[config.mk]
export PLATFORM = sky130hd
export DESIGN_NAME = vga_timing
export DESIGN_NICKNAME = d
export VERILOG_FILES = /design/src/rtl/vga_timing.sv
export SDC_FILE = /design/constraint.sdc
export NUM_CORES = 1
export LEC_CHECK = 0
export CAP_MARGIN = 20
export CORE_AREA = 10 10 79 64
export DETAILED_ROUTE_END_ITERATION = 12
export DIE_AREA = 0 0 89 74
export PLACE_DENSITY = 0.68
export SYNTH_ARGS = -nofsm -noshare
export SYNTH_HDL_FRONTEND = slang
export SYNTH_SLANG_ARGS = --single-unit
[constraint.sdc]
create_clock -name clk -period 3.1 [get_ports clk]
set_clock_uncertainty 0.05 [all_clocks]
set_input_delay 0.62 -clock clk [delete_from_list [all_inputs] [get_ports clk]]
set_output_delay 0.62 -clock clk [all_outputs]
set_load 0.02 [all_outputs]
[src/rtl/vga_timing.sv]
// VGA raster timing generator.
// A clock divider produces the pixel strobe. Two wrap-on-equality counters
// scan x/y across the full line and frame. Sync and blank are registered from
// the next-state counter values, so they always describe the current x/y
// with no skew between position and sync.
module vga_timing #(
    parameter int   CLK_DIV  = 2,
    parameter int   H_ACTIVE = 640,
    parameter int   H_FP     = 16,
    parameter int   H_SYNC   = 96,
    parameter int   H_BP     = 48,
    parameter int   V_ACTIVE = 480,
    parameter int   V_FP     = 10,
    parameter int   V_SYNC   = 2,
    parameter int   V_BP     = 33,
    parameter logic SYNC_POL = 1'b0
) (
    input  logic        clk,
    input  logic        reset,
    output logic [10:0] x,
    output logic [9:0]  y,
    output logic        hsync,
    output logic        vsync,
    output logic        blank,
    output logic        pixel_tick,
    output logic        frame_tick
);

    localparam int H_TOTAL = H_ACTIVE + H_FP + H_SYNC + H_BP;
    localparam int V_TOTAL = V_ACTIVE + V_FP + V_SYNC + V_BP;

    localparam logic [3:0]  DIV_LAST   = 4'(CLK_DIV - 1);
    localparam logic [10:0] X_LAST     = 11'(H_TOTAL - 1);
    localparam logic [10:0] X_ACTIVE   = 11'(H_ACTIVE);
    localparam logic [10:0] X_SYNC_BEG = 11'(H_ACTIVE + H_FP);
    localparam logic [10:0] X_SYNC_END = 11'(H_ACTIVE + H_FP + H_SYNC);
    localparam logic [9:0]  Y_LAST     = 10'(V_TOTAL - 1);
    localparam logic [9:0]  Y_ACTIVE   = 10'(V_ACTIVE);
    localparam logic [9:0]  Y_SYNC_BEG = 10'(V_ACTIVE + V_FP);
    localparam logic [9:0]  Y_SYNC_END = 10'(V_ACTIVE + V_FP + V_SYNC);

    logic [3:0]  div_reg, div_next;
    logic [10:0] x_reg, x_next;
    logic [9:0]  y_reg, y_next;
    logic        hsync_reg, hsync_next;
    logic        vsync_reg, vsync_next;
    logic        blank_reg, blank_next;
    logic        line_end;

    // Strobes come straight from counter state; with CLK_DIV=1 the divider
    // sits at 0 and pixel_tick is permanently high.
    assign pixel_tick = (div_reg == DIV_LAST);
    assign line_end   = pixel_tick && (x_reg == X_LAST);
    assign frame_tick = line_end && (y_reg == Y_LAST);

    // Next-state counters plus sync/blank decoded from the next position.
    always_comb begin
        div_next = pixel_tick ? 4'd0 : div_reg + 4'd1;
        x_next   = x_reg;
        y_next   = y_reg;
        if (pixel_tick) begin
            x_next = (x_reg == X_LAST) ? 11'd0 : x_reg + 11'd1;
        end
        if (line_end) begin
            y_next = (y_reg == Y_LAST) ? 10'd0 : y_reg + 10'd1;
        end
        hsync_next = ((x_next >= X_SYNC_BEG) && (x_next < X_SYNC_END)) ? SYNC_POL : ~SYNC_POL;
        vsync_next = ((y_next >= Y_SYNC_BEG) && (y_next < Y_SYNC_END)) ? SYNC_POL : ~SYNC_POL;
        blank_next = (x_next >= X_ACTIVE) || (y_next >= Y_ACTIVE);
    end

    // State registers; reset wins over counting and restarts the frame at 0,0.
    always_ff @(posedge clk) begin
        if (reset) begin
            div_reg   <= 4'd0;
            x_reg     <= 11'd0;
            y_reg     <= 10'd0;
            hsync_reg <= ~SYNC_POL;
            vsync_reg <= ~SYNC_POL;
            blank_reg <= 1'b0;
        end else begin
            div_reg   <= div_next;
            x_reg     <= x_next;
            y_reg     <= y_next;
            hsync_reg <= hsync_next;
            vsync_reg <= vsync_next;
            blank_reg <= blank_next;
        end
    end

    assign x     = x_reg;
    assign y     = y_reg;
    assign hsync = hsync_reg;
    assign vsync = vsync_reg;
    assign blank = blank_reg;

endmodule

=== Word level (Yosys, flattened, before mapping) ===
Index checks and enable logic that the tools add are counted.

* $add $sub $neg: 3
* Order comparisons: 6
* Equality and inequality tests: 3
* Mux-type cells: 6
* Reduce and logical (&&, ||, !) cells: 6

{| class="wikitable"
|+ Operator list
! cell !! count
|-
| 11-bit by 10-bit greater-or-equal comparator with 1-bit output (second input constant) || 2
|-
| 11-bit two-way mux || 2
|-
| 10-bit by 9-bit greater-or-equal comparator with 1-bit output (second input constant) || 2
|-
| 10-bit two-way mux || 2
|-
| 11-bit by 1-bit adder with 11-bit output (second input constant) || 1
|-
| 11-bit by 10-bit equality test with 1-bit output (second input constant) || 1
|-
| 11-bit by 10-bit < comparator with 1-bit output (second input constant) || 1
|-
| 10-bit by 1-bit adder with 10-bit output (second input constant) || 1
|-
| 10-bit equality test (second input constant) || 1
|-
| 10-bit by 9-bit < comparator with 1-bit output (second input constant) || 1
|-
| 4-bit by 1-bit adder with 4-bit output (second input constant) || 1
|-
| 4-bit by 1-bit equality test with 1-bit output (second input constant) || 1
|-
| 1-bit logical AND || 4
|-
| 1-bit two-way mux || 2
|-
| 2-bit OR reduction || 1
|-
| 1-bit logical OR || 1
|}

* Flip-flop bits (word level): 28
* Output and inout port bits: 26

=== Depth between registers and ports, before layout ===
* Depth in word-level cells: 6
* Gate-level depth with buffers: 11
* Depth with buffers taken out: 9

=== Least setup slack after synthesis ===
Ideal clock, no wire load.

* Kind: reg2out
* Start: register x_reg[0], in the netlist x[0]
* End: output frame_tick
* Arrival: 1.575 ns
* Required time: 2.430 ns
* Setup slack: 0.855 ns
* Cell stages (with the launch flop): 5
* Path buffers: 0
* Path through: dfxtp_1 ha_1 and4_1 nand4_4 nor2_1

* Cells in the longest elaborated chain, start to end: 3

{| class="wikitable"
|+ RTL lines
! element !! line !! text
|-
| start: declaration || 43 || <nowiki>logic [10:0] x_reg, x_next;</nowiki>
|-
| start signal: assignment || 83 || <nowiki>x_reg <= x_next;</nowiki>
|-
| 11-bit by 10-bit equality test with 1-bit output || 53 || <nowiki>assign line_end = pixel_tick && (x_reg == X_LAST);</nowiki>
|-
| 1-bit logical AND || 53 ||
|-
| 1-bit logical AND || 54 || <nowiki>assign frame_tick = line_end && (y_reg == Y_LAST);</nowiki>
|-
| end: declaration || 26 || <nowiki>output logic frame_tick</nowiki>
|}

Every way passes these cells.

=== Worst setup path after layout ===
* Start: register div_reg[0]
* End: output pixel_tick

* Cells in the longest elaborated chain, start to end: 1

{| class="wikitable"
|+ RTL lines
! element !! line !! text
|-
| start: declaration || 42 || <nowiki>logic [3:0] div_reg, div_next;</nowiki>
|-
| start signal: assignment || 82 || <nowiki>div_reg <= div_next;</nowiki>
|-
| 4-bit by 1-bit equality test with 1-bit output || 52 || <nowiki>assign pixel_tick = (div_reg == DIV_LAST);</nowiki>
|-
| end: declaration || 25 || <nowiki>output logic pixel_tick,</nowiki>
|}

Every way passes these cells.

==> qor.yml <==
worstHoldStart: "div_reg[0]$_SDFF_PP0_"
rows: 19
drc: 0
synth_cells: 188
critical_path_arrival_ps: 2040
grt_use_total_pct: 12.4
power.density_nw_per_um2: 351
vias: 1484
die_w_um: 89
setup_viol: 0
r2r-start: "div_reg[0]$_SDFF_PP0_"
crit_path_max_incr_delay_ps: 620
final_antenna_net_count: 0
ir_worst_vdd_mv: 0.225
gp_congestion: 0.968
start_util_pct: 43.0
r2r_cells: 8
cts_tree: "yes"
layout-drive-gt1-share_pct: 8.72
r2r_slack_ps: 700
synth_top_area_share_pct: 36.8
port_buffers: 27
seq_area_frac_synth_pct: 36.8
critPathTopFamily: "buffers and inverters"
yosysTopAreaCell: "dfxtp_1"
antenna_found_initial: 0
via_per_inst: 5.71
dr.pass1.iters: 5
path_class: "flip-flop to output port"
p_leak_nw: 0.672
syn_nets: 195
startpoint_type: "flip-flop"
insertion_delay_ps: 280
max-cap-violations: 0
detail_route.wl_per_cell_um: 15.0
worst_pin_slew_ps: 444
grt_max_degree: 16
dieArea_sq_um: 6590
tns_ps: 0
grt_pass1_vias: 1291
synth.most_common_cell: "dfxtp_1"
hold_end: "div_reg[0]$_SDFF_PP0_"
hold_class: "flip-flop to flip-flop"
fill_cells: 333
grt_pass1_wl_um: 6490
use_met1_pct: 18.7
antenna_cells: 0
dp.cells: 256
crit_buf_inv: 2
crit_chain: "ha_1 -> or3b_4 -> clkinv_4 -> clkdlybuf4s50_1"
pin_count: 28
area_delta_synth_final_pct: 25.8
gr-total-overflow: 0
clk_pin_slew_ps: 90
rr_endpoint: "vsync$_SDFF_PP1_"
die_h_um: 74
wirelength_um: 3890
maxSlewViolCount: 0
ys_top_cells_by_area: "dfxtp_1 37%, nor2_1 5.4%, nor3_1 4.3%"
maxSlewHeadroom_pct: 70.1
hold_viol_final: 0
synth_top_cells_by_count: "28 x dfxtp_1, 22 x nor2_1, 17 x nand2_1"
fin_crit_ps: 2710
critical_path.endpoint_type: "output port"
busiest_layer: "met1"
fin_cells: 260
post-route-period-util_pct: 87.4
htreeDepth: 1
cts.path.max_buffers: 2
synth_edf_count: 0
nets: 226
use_met3_pct: 3.49
yosysUniqueCellTypes: 38
synth_warnings: 0
cts-root-buf: "clkbuf_8"
crit_fanout: 13
coreArea_sq_um: 3540
syn_area_sq_um: 1520
rsz0062_at_grt: "no"
cts_buffers: 3
async_flop_share_pct: 0
drt_iter0_drc: 145
clock-sinks: 28
ys.flop_type: "dfxtp_1"
required_ps: 2430
ys_ff_latch: 28
dpl.hpwl_um: 2910
holdPathStages: 1
power_w: 0.000672
fmax_mhz: 369
largest_reg_flops: 11
outcome: "completed"
avgSynthCellArea_sq_um: 8.10
met2_usage_pct: 16.3
cpMaxStageDelayCell: "clkdlybuf4s50_1"
-- placed cells by master (no fill, tap or decap), types with 3 or more instances in the layout --
cell type | Yosys | final
nor4_2 | 3 | 3
buf_4 | 0 | 7
a31oi_1 | 3 | 3
nor4_1 | 4 | 4
nand3_1 | 12 | 12
xor2_1 | 7 | 7
inv_1 | 5 | 5
dfxtp_1 | 28 | 28
clkdlybuf4s50_1 | 0 | 26
a21oi_1 | 10 | 10
clkbuf_8 | 0 | 4
o21ai_0 | 9 | 9
xnor2_1 | 6 | 6
nor3_1 | 13 | 13
ha_1 | 5 | 5
nand4_1 | 8 | 8
and3_1 | 5 | 5
nand2_1 | 17 | 17
nor2_1 | 22 | 22
-- worst reg2reg max path, delay by kind of cell, from the launching register on --
| family | cells | cell delay (ps) |
|---|---|---|
| AND/OR/NAND/NOR | 5 | 1260 |
| flip-flops | 1 | 390 |
| buffers and inverters | 1 | 230 |
| XOR/XNOR | 1 | 190 |
| adder cells (fa/ha/maj) | 1 | 150 |
-- kinds of logic (layout without fill, tap and decap cells) --
logic type | after synthesis | in the layout | synth area share (%)
multiplexers | 1 | 1 | 0.657
adder cells (fa/ha/maj) | 5 | 5 | 4.11
buffers and inverters | 14 | 44 | 4.52
AND/OR/NAND/NOR | 95 | 95 | 33.5
XOR/XNOR | 13 | 13 | 7.48
flip-flops | 28 | 28 | 36.8
AO/OA/AOI/OAI | 32 | 32 | 12.9
-- worst max path at each step --
stage,startpoint,endpoint,slack (ps),cells after the start
after global placement,div_reg[0]$_SDFF_PP0_,frame_tick,420,6
after CTS,div_reg[0]$_SDFF_PP0_,frame_tick,80,6
after floorplan,x[0]$_SDFF_PP0_,frame_tick,860,4
after global routing,div_reg[0]$_SDFF_PP0_,pixel_tick,300,4
after detailed placement,div_reg[0]$_SDFF_PP0_,frame_tick,390,6
final,div_reg[0]$_SDFF_PP0_,pixel_tick,390,4
-- routing by layer --
layer	up-vias	share of wire (%)
met5	-	0
li1	738	-
met4	0	0.92
met2	73	41
met1	667	48
met3	6	9.9
-- layout make-up --
cell class              count  area [sq um]  area share, %
flip-flops and latches     28           561           29.3
well taps                  42          52.6           2.74
inverters                   6          27.5           1.44
multi-input cells         146           895           46.7
clock buffers               4          55.1           2.87
repair buffers             34           325           17.0
-- through the flow --
| stage | hold WS [ps] | instance area [sq um] | worst slack, ps | util, % |
|---|---|---|---|---|
| 2_1_floorplan | 414 | 1520 | 855 | - |
| 5_1_grt | 491 | 1920 | 302 | 54.1 |
| 6_report | 454 | 1920 | 391 | 54.1 |
| 4_1_cts | 459 | 1910 | 75.5 | 54.0 |
| 3_5_place_dp | 449 | 1860 | 390 | 52.4 |
| 3_3_place_gp | 427 | 1860 | 416 | 52.4 |
-- power breakdown --
group	internal, W	switching [W]
Sequential	0.000368	0.0000101
Combinational	0.0000265	0.0000421
Clock	0.000114	0.000112
Total	0.000508	0.000164
-- repair_timing --
| item | in CTS | in global routing |
|---|---|---|
| gates resized for setup | 0 | 2 |
| setup endpoints to repair | 0 | 1 |
| buffers inserted | 0 | 0 |
| endpoints found under the hold margin | 0 | 0 |
| hold buffers | 0 | 0 |
Note: power is estimated with default switching activity, not from simulation.
